<file path="src/rtl/keypad_scan_if.sv">
// Keypad controller bus: pin-side row/column lines plus CPU-side
// key FIFO read port, interrupt request/acknowledge and overflow flag.
interface keypad_scan_if;
   logic [2:0] col;
   logic [3:0] row;
   logic [3:0] key_code;
   logic       key_valid;
   logic       key_rd;
   logic       intr;
   logic       int_ack;
   logic       ovf;

   // controller side
   modport master (
      input  col, key_rd, int_ack,
      output row, key_code, key_valid, intr, ovf
   );

   // pins + CPU side
   modport slave (
      output col, key_rd, int_ack,
      input  row, key_code, key_valid, intr, ovf
   );
endinterface

</file>
<file path="src/rtl/keypad_scan_ctrl.sv">
// 3x4 matrix keypad scan/debounce controller with key-code FIFO and
// CPU interrupt. Rows are driven one-hot from an internal scan counter,
// whole frames are debounced, and one code is queued per press.
// Optional build macro KEYPAD_INT_PULSE_EN: interrupt becomes a 1-cycle
// pulse per accepted push and INT_ACK is ignored; otherwise a level
// request cleared by INT_ACK.
module keypad_scan_ctrl #(
   parameter int SCAN_DIV     = 100000,
   parameter int DEBOUNCE_CNT = 4,
   parameter int FIFO_DEPTH   = 4
) (
   input  logic          clk,
   input  logic          rst_n,
   keypad_scan_if.master kp
);

   localparam int SW = (SCAN_DIV > 1) ? $clog2(SCAN_DIV) : 1;
   localparam int CW = $clog2(DEBOUNCE_CNT + 1);
   localparam int AW = $clog2(FIFO_DEPTH);

   typedef enum logic [1:0] {S_IDLE, S_CAND, S_HELD} state_t;

   // ---------------- scan timing ----------------
   logic [SW-1:0] scan_cnt;
   logic [1:0]    row_idx;
   logic          sample_en;
   logic          frame_end;

   assign sample_en = (scan_cnt == SW'(SCAN_DIV - 1));
   assign frame_end = sample_en && (row_idx == 2'd3);
   assign kp.row    = 4'b0001 << row_idx;

   // Hold each row SCAN_DIV cycles, then rotate to the next row.
   always_ff @(posedge clk) begin
      if (!rst_n) begin
         scan_cnt <= '0;
         row_idx  <= 2'd0;
      end else if (sample_en) begin
         scan_cnt <= '0;
         row_idx  <= row_idx + 2'd1;
      end else begin
         scan_cnt <= scan_cnt + 1'b1;
      end
   end

   // ---------------- frame key ----------------
   logic       cur_hit;
   logic [1:0] col_sel;
   logic [3:0] cur_code;
   logic       found;
   logic [3:0] found_code;
   logic       frame_hit;
   logic [3:0] frame_code;

   // Code of the lowest asserted column on the row being sampled now.
   always_comb begin
      cur_hit  = |kp.col;
      col_sel  = 2'd2;
      if (kp.col[0])      col_sel = 2'd0;
      else if (kp.col[1]) col_sel = 2'd1;
      cur_code = ({2'b00, row_idx} * 4'd3) + {2'b00, col_sel} + 4'd1;
      if (row_idx == 2'd3) begin
         case (col_sel)
            2'd0:    cur_code = 4'd10;
            2'd1:    cur_code = 4'd0;
            default: cur_code = 4'd11;
         endcase
      end
   end

   // An earlier row's hit has priority over the current row's sample.
   assign frame_hit  = found | cur_hit;
   assign frame_code = found ? found_code : cur_code;

   // Remember the first hit of the frame; start fresh after row 3.
   always_ff @(posedge clk) begin
      if (!rst_n) begin
         found      <= 1'b0;
         found_code <= 4'd0;
      end else if (sample_en) begin
         if (row_idx == 2'd3) begin
            found <= 1'b0;
         end else if (!found && cur_hit) begin
            found      <= 1'b1;
            found_code <= cur_code;
         end
      end
   end

   // ---------------- debounce FSM ----------------
   state_t        state, state_n;
   logic [CW-1:0] cnt, cnt_n, cnt_inc;
   logic [3:0]    cand, cand_n;
   logic          push_q, push_n;
   logic [3:0]    push_code, push_code_n;

   assign cnt_inc = cnt + 1'b1;

   // Debounce state, run counter and registered push request.
   always_ff @(posedge clk) begin
      if (!rst_n) begin
         state     <= S_IDLE;
         cnt       <= '0;
         cand      <= 4'd0;
         push_q    <= 1'b0;
         push_code <= 4'd0;
      end else begin
         state     <= state_n;
         cnt       <= cnt_n;
         cand      <= cand_n;
         push_q    <= push_n;
         push_code <= push_code_n;
      end
   end

   // Per-frame debounce decision; cnt counts matching frames in CAND
   // and consecutive empty frames in HELD.
   always_comb begin
      state_n     = state;
      cnt_n       = cnt;
      cand_n      = cand;
      push_n      = 1'b0;
      push_code_n = push_code;
      if (frame_end) begin
         case (state)
            S_IDLE: begin
               if (frame_hit) begin
                  cand_n = frame_code;
                  if (DEBOUNCE_CNT == 1) begin
                     push_n      = 1'b1;
                     push_code_n = frame_code;
                     state_n     = S_HELD;
                     cnt_n       = '0;
                  end else begin
                     state_n = S_CAND;
                     cnt_n   = CW'(1);
                  end
               end
            end
            S_CAND: begin
               if (!frame_hit) begin
                  state_n = S_IDLE;
                  cnt_n   = '0;
               end else if (frame_code == cand) begin
                  if (cnt_inc == CW'(DEBOUNCE_CNT)) begin
                     push_n      = 1'b1;
                     push_code_n = cand;
                     state_n     = S_HELD;
                     cnt_n       = '0;
                  end else begin
                     cnt_n = cnt_inc;
                  end
               end else begin
                  cand_n = frame_code;
                  cnt_n  = CW'(1);
               end
            end
            S_HELD: begin
               if (frame_hit) begin
                  cnt_n = '0;
               end else if (cnt_inc == CW'(DEBOUNCE_CNT)) begin
                  state_n = S_IDLE;
                  cnt_n   = '0;
               end else begin
                  cnt_n = cnt_inc;
               end
            end
            default: begin
               state_n = S_IDLE;
               cnt_n   = '0;
            end
         endcase
      end
   end

   // ---------------- key FIFO ----------------
   logic [3:0]  mem [FIFO_DEPTH];
   logic [AW:0] wr_ptr, rd_ptr;
   logic [AW:0] fill;
   logic        empty, full, pop, push_ok;

   assign fill    = wr_ptr - rd_ptr;
   assign empty   = (wr_ptr == rd_ptr);
   assign full    = (fill == (AW+1)'(FIFO_DEPTH));
   assign pop     = kp.key_rd & ~empty;
   // a pop in the same cycle frees the slot, so a full FIFO still accepts
   assign push_ok = push_q & (~full | pop);

   assign kp.key_valid = ~empty;
   assign kp.key_code  = empty ? 4'd0 : mem[rd_ptr[AW-1:0]];

   // Storage needs no reset; the code output is gated by empty.
   always_ff @(posedge clk) begin
      if (push_ok) mem[wr_ptr[AW-1:0]] <= push_code;
   end

   // Pointers carry one extra wrap bit to tell full from empty.
   always_ff @(posedge clk) begin
      if (!rst_n) begin
         wr_ptr <= '0;
         rd_ptr <= '0;
      end else begin
         if (push_ok) wr_ptr <= wr_ptr + 1'b1;
         if (pop)     rd_ptr <= rd_ptr + 1'b1;
      end
   end

   // Sticky overflow: set on a dropped code, cleared by a real read.
   always_ff @(posedge clk) begin
      if (!rst_n)                 kp.ovf <= 1'b0;
      else if (push_q && !push_ok) kp.ovf <= 1'b1;
      else if (pop)               kp.ovf <= 1'b0;
   end

   // ---------------- interrupt ----------------
`ifdef KEYPAD_INT_PULSE_EN
   logic unused_int_ack;
   assign unused_int_ack = kp.int_ack;

   // One-cycle pulse after every accepted push.
   always_ff @(posedge clk) begin
      if (!rst_n) kp.intr <= 1'b0;
      else        kp.intr <= push_ok;
   end
`else
   // Level request: set by any push, cleared by acknowledge; push wins.
   always_ff @(posedge clk) begin
      if (!rst_n)          kp.intr <= 1'b0;
      else if (push_q)     kp.intr <= 1'b1;
      else if (kp.int_ack) kp.intr <= 1'b0;
   end
`endif

endmodule
</file>
<file path="src/flat_wrapper.sv">
// flat-port wrapper written by rule: the top's interface ports become plain ports
module keypad_scan_ctrl_flat 
#(
   parameter int SCAN_DIV     = 100000,
   parameter int DEBOUNCE_CNT = 4,
   parameter int FIFO_DEPTH   = 4
)
  (clk, rst_n, kp_col, kp_key_rd, kp_int_ack, kp_row, kp_key_code, kp_key_valid, kp_intr, kp_ovf);
  keypad_scan_if kp_i ();
  input  logic clk;
  input  logic rst_n;
  input wire logic [$bits(kp_i.col)-1:0] kp_col;
  input wire logic [$bits(kp_i.key_rd)-1:0] kp_key_rd;
  input wire logic [$bits(kp_i.int_ack)-1:0] kp_int_ack;
  output wire logic [$bits(kp_i.row)-1:0] kp_row;
  output wire logic [$bits(kp_i.key_code)-1:0] kp_key_code;
  output wire logic [$bits(kp_i.key_valid)-1:0] kp_key_valid;
  output wire logic [$bits(kp_i.intr)-1:0] kp_intr;
  output wire logic [$bits(kp_i.ovf)-1:0] kp_ovf;
  assign kp_i.col = kp_col;
  assign kp_i.key_rd = kp_key_rd;
  assign kp_i.int_ack = kp_int_ack;
  assign kp_row = kp_i.row;
  assign kp_key_code = kp_i.key_code;
  assign kp_key_valid = kp_i.key_valid;
  assign kp_intr = kp_i.intr;
  assign kp_ovf = kp_i.ovf;
  keypad_scan_ctrl #(.SCAN_DIV(SCAN_DIV), .DEBOUNCE_CNT(DEBOUNCE_CNT), .FIFO_DEPTH(FIFO_DEPTH)) u_core (.clk(clk), .rst_n(rst_n), .kp(kp_i));
endmodule
</file>
<file path="config.mk">
export PLATFORM = sky130hd
export DESIGN_NAME = keypad_scan_ctrl_flat
export DESIGN_NICKNAME = d
export VERILOG_FILES = /design/src/rtl/keypad_scan_if.sv /design/src/rtl/keypad_scan_ctrl.sv /design/src/flat_wrapper.sv
export SDC_FILE = /design/constraint.sdc
export NUM_CORES = 1
export LEC_CHECK = 0
export BUFFER_PORTS_ARGS = -buffer_cell sky130_fd_sc_hd__buf_2
export CORE_MARGIN = 5
export CORE_UTILIZATION = 23
export CTS_CLUSTER_SIZE = 24
export DETAILED_ROUTE_END_ITERATION = 8
export GPL_ROUTABILITY_DRIVEN = 0
export PLACE_DENSITY = 0.43
export REMOVE_ABC_BUFFERS = 1
export SLEW_MARGIN = 30
export SYNTH_ARGS = -nofsm -noshare
export SYNTH_HDL_FRONTEND = slang
export SYNTH_SLANG_ARGS = --single-unit
</file>
<file path="constraint.sdc">
create_clock -name clk -period 3 [get_ports clk]
set_clock_uncertainty 0.05 [all_clocks]
set_input_delay 0.3 -clock clk [delete_from_list [all_inputs] [get_ports clk]]
set_output_delay 0.3 -clock clk [all_outputs]
set_load 0.05 [all_outputs]
</file>
# After elaboration in Yosys (flattened, before gate mapping)
# Memories as Yosys holds them, arrays and structs flattened. A register that Yosys moved wholly into a read port is not among the register bits.
# Index checks and enable logic that the tools add are counted.
# op_classes
n_addsub	8
eq_ne	16
n_bitwise	8
shift	1
n_reduce_logical	20
mul	1
mux	34
# ops
operator	n
4-bit two-way mux	6
2-bit two-way mux	10
17-bit by 1-bit adder with 17-bit output (second input constant)	1
17-bit == test (second input constant)	1
4-bit one-hot mux with 2 select lines	2
3-bit two-way mux	5
5-bit AND reduction	3
3-bit by 1-bit adder with 3-bit output (second input constant)	3
1-bit two-way mux	9
3-bit one-hot mux with 3 select lines	1
2-bit nonzero test	4
3-bit == test (second input constant)	2
2-bit by 1-bit inequality test with 1-bit output (second input constant)	3
3-bit inequality test (second input constant)	2
2-bit one-hot mux with 3 select lines	1
6-bit AND reduction	1
4-bit by 1-bit adder with 4-bit output (second input constant)	1
4-bit by 2-bit adder with 4-bit output	1
2-bit by 1-bit == test with 1-bit output (second input constant)	2
2-bit == test (second input constant)	2
4-bit == test	1
2-bit zero test	2
2-bit by 2-bit multiplier with 4-bit output (second input constant)	1
2-bit inequality test (second input constant)	2
other kinds (13)	22
# word_totals
mem_bits_rw	16
inputBits	7
wordCells	102
output_inout_bits	11
ff_bits	46
n_memories	1
# memory_table
name	words	width	rd	rd_clocked_by_memory_dff	wr	line_no	source
u_core.mem	4	4	1	1	1	keypad_scan_ctrl.sv:177	logic [3:0] mem [FIFO_DEPTH];

# Depth between registers and ports, before layout
# depth
depth_word	10
depth_mapped	9
mapped_depth_nobuf	9

# Least setup slack after synthesis
# OpenSTA, ideal clock, no wires.
# synth_path
path_type	register -> register
startpoint	register u_core.row_idx[0]
endpoint	register u_core.push_code[0]
arrival_time_ps	2823
stages_incl_launch_ff	9
setup_ps	72
synth_period_minus_slack_ps	2945
path_slack_ps	55
path_cell_list	dfxtp_1 -> fa_1 -> fa_1 -> nor2_1 -> or4b_1 -> a32oi_2 -> nand3_4 -> nor3_4 -> mux2i_1
# synth_between
elab_chain_len	7
elab_cells_between_ends	9
cone_classes	add/sub (2); mul (1); eq/ne (2); mux (2); reduce/logical (2)
# synth_rtl
element	line_no	source
start: declaration	keypad_scan_ctrl.sv:25	logic [1:0] row_idx;
start signal: assignment	keypad_scan_ctrl.sv:40	row_idx <= row_idx + 2'd1;
2-bit by 2-bit multiplier with 4-bit output	keypad_scan_ctrl.sv:61	cur_code = ({2'b00, row_idx} * 4'd3) + {2'b00, col_sel} + 4'd1;
4-bit by 2-bit adder with 4-bit output	keypad_scan_ctrl.sv:61	
4-bit by 1-bit adder with 4-bit output	keypad_scan_ctrl.sv:61	
4-bit two-way mux	keypad_scan_ctrl.sv:62	if (row_idx == 2'd3) begin
4-bit two-way mux	keypad_scan_ctrl.sv:73	assign frame_code = found ? found_code : cur_code;
4-bit == test	keypad_scan_ctrl.sv:144	end else if (frame_code == cand) begin
5-bit AND reduction (no line) *	--	
end signal: assignment	keypad_scan_ctrl.sv:112	push_code <= push_code_n;
end: declaration	keypad_scan_ctrl.sv:95	logic [3:0] push_code, push_code_n;
# Every way passes the cells marked *; elsewhere a longest branch is shown, timed or not.
# A chain may end at the register's enable or synchronous reset.

# Worst setup path in the final report
# layout_path
startpoint	register u_core.row_idx[0]
endpoint	register u_core.cnt[1]
# layout_between
elab_chain_len	9
elab_cells_between_ends	12
cone_classes	add/sub (2); mul (1); eq/ne (2); mux (5); reduce/logical (2)
# layout_rtl
element	line_no	source
2-bit by 2-bit multiplier with 4-bit output	keypad_scan_ctrl.sv:61	
4-bit by 2-bit adder with 4-bit output	keypad_scan_ctrl.sv:61	
4-bit by 1-bit adder with 4-bit output	keypad_scan_ctrl.sv:61	
4-bit two-way mux	keypad_scan_ctrl.sv:62	
4-bit two-way mux	keypad_scan_ctrl.sv:73	
4-bit == test	keypad_scan_ctrl.sv:144	
3-bit two-way mux	keypad_scan_ctrl.sv:144	
3-bit two-way mux	keypad_scan_ctrl.sv:141	if (!frame_hit) begin
3-bit one-hot mux with 3 select lines	keypad_scan_ctrl.sv:125	case (state)
end signal: assignment	keypad_scan_ctrl.sv:109	cnt <= cnt_n;
end: declaration	keypad_scan_ctrl.sv:92	logic [CW-1:0] cnt, cnt_n, cnt_inc;
# Several ways; a longest one is shown, not always the timed one.

==> qor.yml <==
clock_tree:
  cts_tree: "done"
  cts_sinks: 64
  cts-buffers-inserted: 9
  path_clk_slew_ps: 50
  cts_max_level: 3
  ctsRootBufferMaster: "clkbuf_16"
  cts_max_path_buffers: 2
  cts-hold-fix-buffers: 0
  clk_latency_ps: 330
floorplanning:
  design.core.area_mm2: 0.01388
  die_h_um: 129.1
  ios: 18
  initial_core_util: 0.2351
  rows: 43
  dieArea_mm2: 0.01667
  die_w_um: 129.1
timing:
  rsz0062_at_grt: "yes"
  finalCritPeriodShare: 0.9827
  slew_headroom: 0.4961
  hold_viol_final: 0
  setup_violations: 0
  finalMaxSlewViolations: 0
  final_period_minus_worst_setup_slack_ps: 2948
  timing.hold.ws_ps: 228.0
  fmaxAchievable_mhz: 339.2
  worst_slew_pin_slew_ps: 754.8
  setup_tns_ps: 0
place:
  dp_hpwl_mm: 5.181
  place_area_mm2: 0.003635
  dp_cells: 532
  io_buffers: 17
synth:
  syn_area_mm2: 0.003263
  synthCells: 332
  synth-edff-count: 16
  synth_common_cells: "dfxtp_1, nor2_1, nand2_1, ha_1, edfxtp_1"
  ys_ff_latch: 64
  yosys-top-cells-area: "dfxtp_1, edfxtp_1, ha_1"
  seq_area_frac_synth: 0.4417
  synth_top_area_frac: 0.2945
  synthArstFlopShare: 0
  synth.largest_area_cell: "dfxtp_1"
  ys.flop_type: "dfxtp_1"
  synthDistinctLibCells: 57
  ys_warn_count: 0
  postSynthAreaPerCell_um2: 9.829
global_route:
  grt_pass1_wl_mm: 12.08
  grt_max_degree: 23
  antenna_found_initial: 0
  grt.total_usage: 0.09186
  gr-total-overflow: 0
  grt_pass1_vias: 2449
critical_path:
  path_common_cell: "fa_1"
  path_cells: "fa_1 > fa_1 > nor2_1 > or4b_1 > a32oi_2 > nand3_4 > buf_4 > o21a_1 > o21ai_1"
  slowest_delay_ps: 520
  critical-path-top-delay-family: "adder cells"
  start_kind: "flop"
  setup.worst_path.class: "reg2reg"
  critPathCaptureType: "flop"
  worst_ep_required_time_ps: 3210
  crit_buf_inv: 1
  path_max_fanout: 5
  arrival_ps: 3160
  slowest_stage: "fa_1"
drt:
  ant_nets: 0
  routed_wl_mm: 6.987
  route.detailed.drc: 0
  via_per_inst: 4.437
  dr_total_vias: 2436
  dr.first_iter.drc_count: 111
  first_pass_iters: 4
  wl_per_cell_um: 12.73
layout:
  drive_gt1_frac: 0.1653
  multiInputGateArea_mm2: 0.001749
  nFillCells: 1478
  nets: 390
  antenna_cells: 0
  syn2layout_area_growth_pct: 22.89
  regArea_mm2: 0.001443
  finalInstanceArea_mm2: 0.004010
  fin_cells: 549
pwr:
  power_mw: 2.183
  leakagePower_nw: 1.555
  powerDensity_mw_per_mm2: 544.4
  ir_drop_mv: 0.2360
flow_run:
  drv_cap: 0
run_status:
  outcome: "finished clean"
min_path:
  min_path_type: "in2reg"
## cell families (layout without fill, tap and decap cells)
kind of cell,count (synthesis),in the layout,share of synthesized area
xor+xnor,24,24,0.06442
mux,12,12,0.05215
flops,64,64,0.4417
buf+inv,22,59,0.02607
compound gates,41,41,0.09011
simple gates,150,150,0.2481
fa+ha+maj,19,19,0.07745
## routing by layer
layer | vias to the layer above | part of all wire | global-route usage
met2 | 24 | 0.48 | 0.1512
met4 | 0 | 0.017 | 0.03335
met5 | - | 0 | 0
met3 | 11 | 0.036 | 0.03174
li1 | 1254 | - | -
met1 | 1147 | 0.47 | 0.1114
## cell type report
class	instances	area share
clock buffer	10	0.05959
timing repair buffer	32	0.04930
tap	180	0.05616
inverter	11	0.01030
sequential	64	0.3597
clock inverter	6	0.02871
multi-input combinational	246	0.4362
## tightest hold or removal path, cell delays in order
cell and delay [ps]:
buf_2 100, inv_1 50, a21oi_1 60, nor2_1 70
## state kept, by name, indices dropped and copies added (netlist names), named ones only
register / cells
u_core.scan_cnt: 17
u_core.mem: 16
u_core.cand: 4
u_core.found_code: 4
u_core.push_code: 4
u_core.cnt: 3
u_core.rd_ptr: 3
u_core.wr_ptr: 3
u_core.row_idx: 2
u_core.state: 2
u_core.found: 1
u_core.kp.intr: 1
u_core.kp.ovf: 1
u_core.push_q: 1
## power by group
| part | switching, mW | internal (mW) | leakage, nW |
|---|---|---|---|
| clock | 0.394 | 0.838 | 0.169 |
| combinational | 0.0376 | 0.0270 | 0.812 |
| sequential | 0.00326 | 0.883 | 0.574 |
| total | 0.435 | 1.75 | 1.56 |
## worst paths after layout
check             depth (start not counted)  slack (ps)               start            endpoint
setup / recovery                          9          50   u_core.row_idx[0]       u_core.cnt[1]
hold / removal                            4         230          kp_int_ack      u_core.kp.intr
setup reg to reg                          9          50   u_core.row_idx[0]       u_core.cnt[1]
hold reg to reg                           1         410  u_core.scan_cnt[0]  u_core.scan_cnt[0]
## repair_timing
| action | CTS | global route |
|---|---|---|
| gates resized for setup | 0 | 3 |
| pin swaps | 1 | 1 |
| setup endpoints to repair | 4 | 10 |
| setup buffers | 0 | 1 |
## per-stage QoR
step	util	worst slack, ps
after detailed placement	0.2619	-193.4
after floorplan	-	22.45
final	0.2889	52.05
after CTS	0.2874	8.420
after global routing	0.2889	-92.77
after global placement	0.2619	-140.0
## layout by cell type (no fill, tap or decap), drive strengths merged, types with 10 or more instances in the layout
| master | count |
|---|---|
| nand3 | 16 |
| nand2 | 26 |
| buf | 32 |
| xor2 | 15 |
| a21oi | 10 |
| clkbuf | 10 |
| inv | 12 |
| nor2 | 49 |
| edfxtp | 16 |
| ha | 17 |
| dfxtp | 48 |
Power figures use the tool's default switching activity.
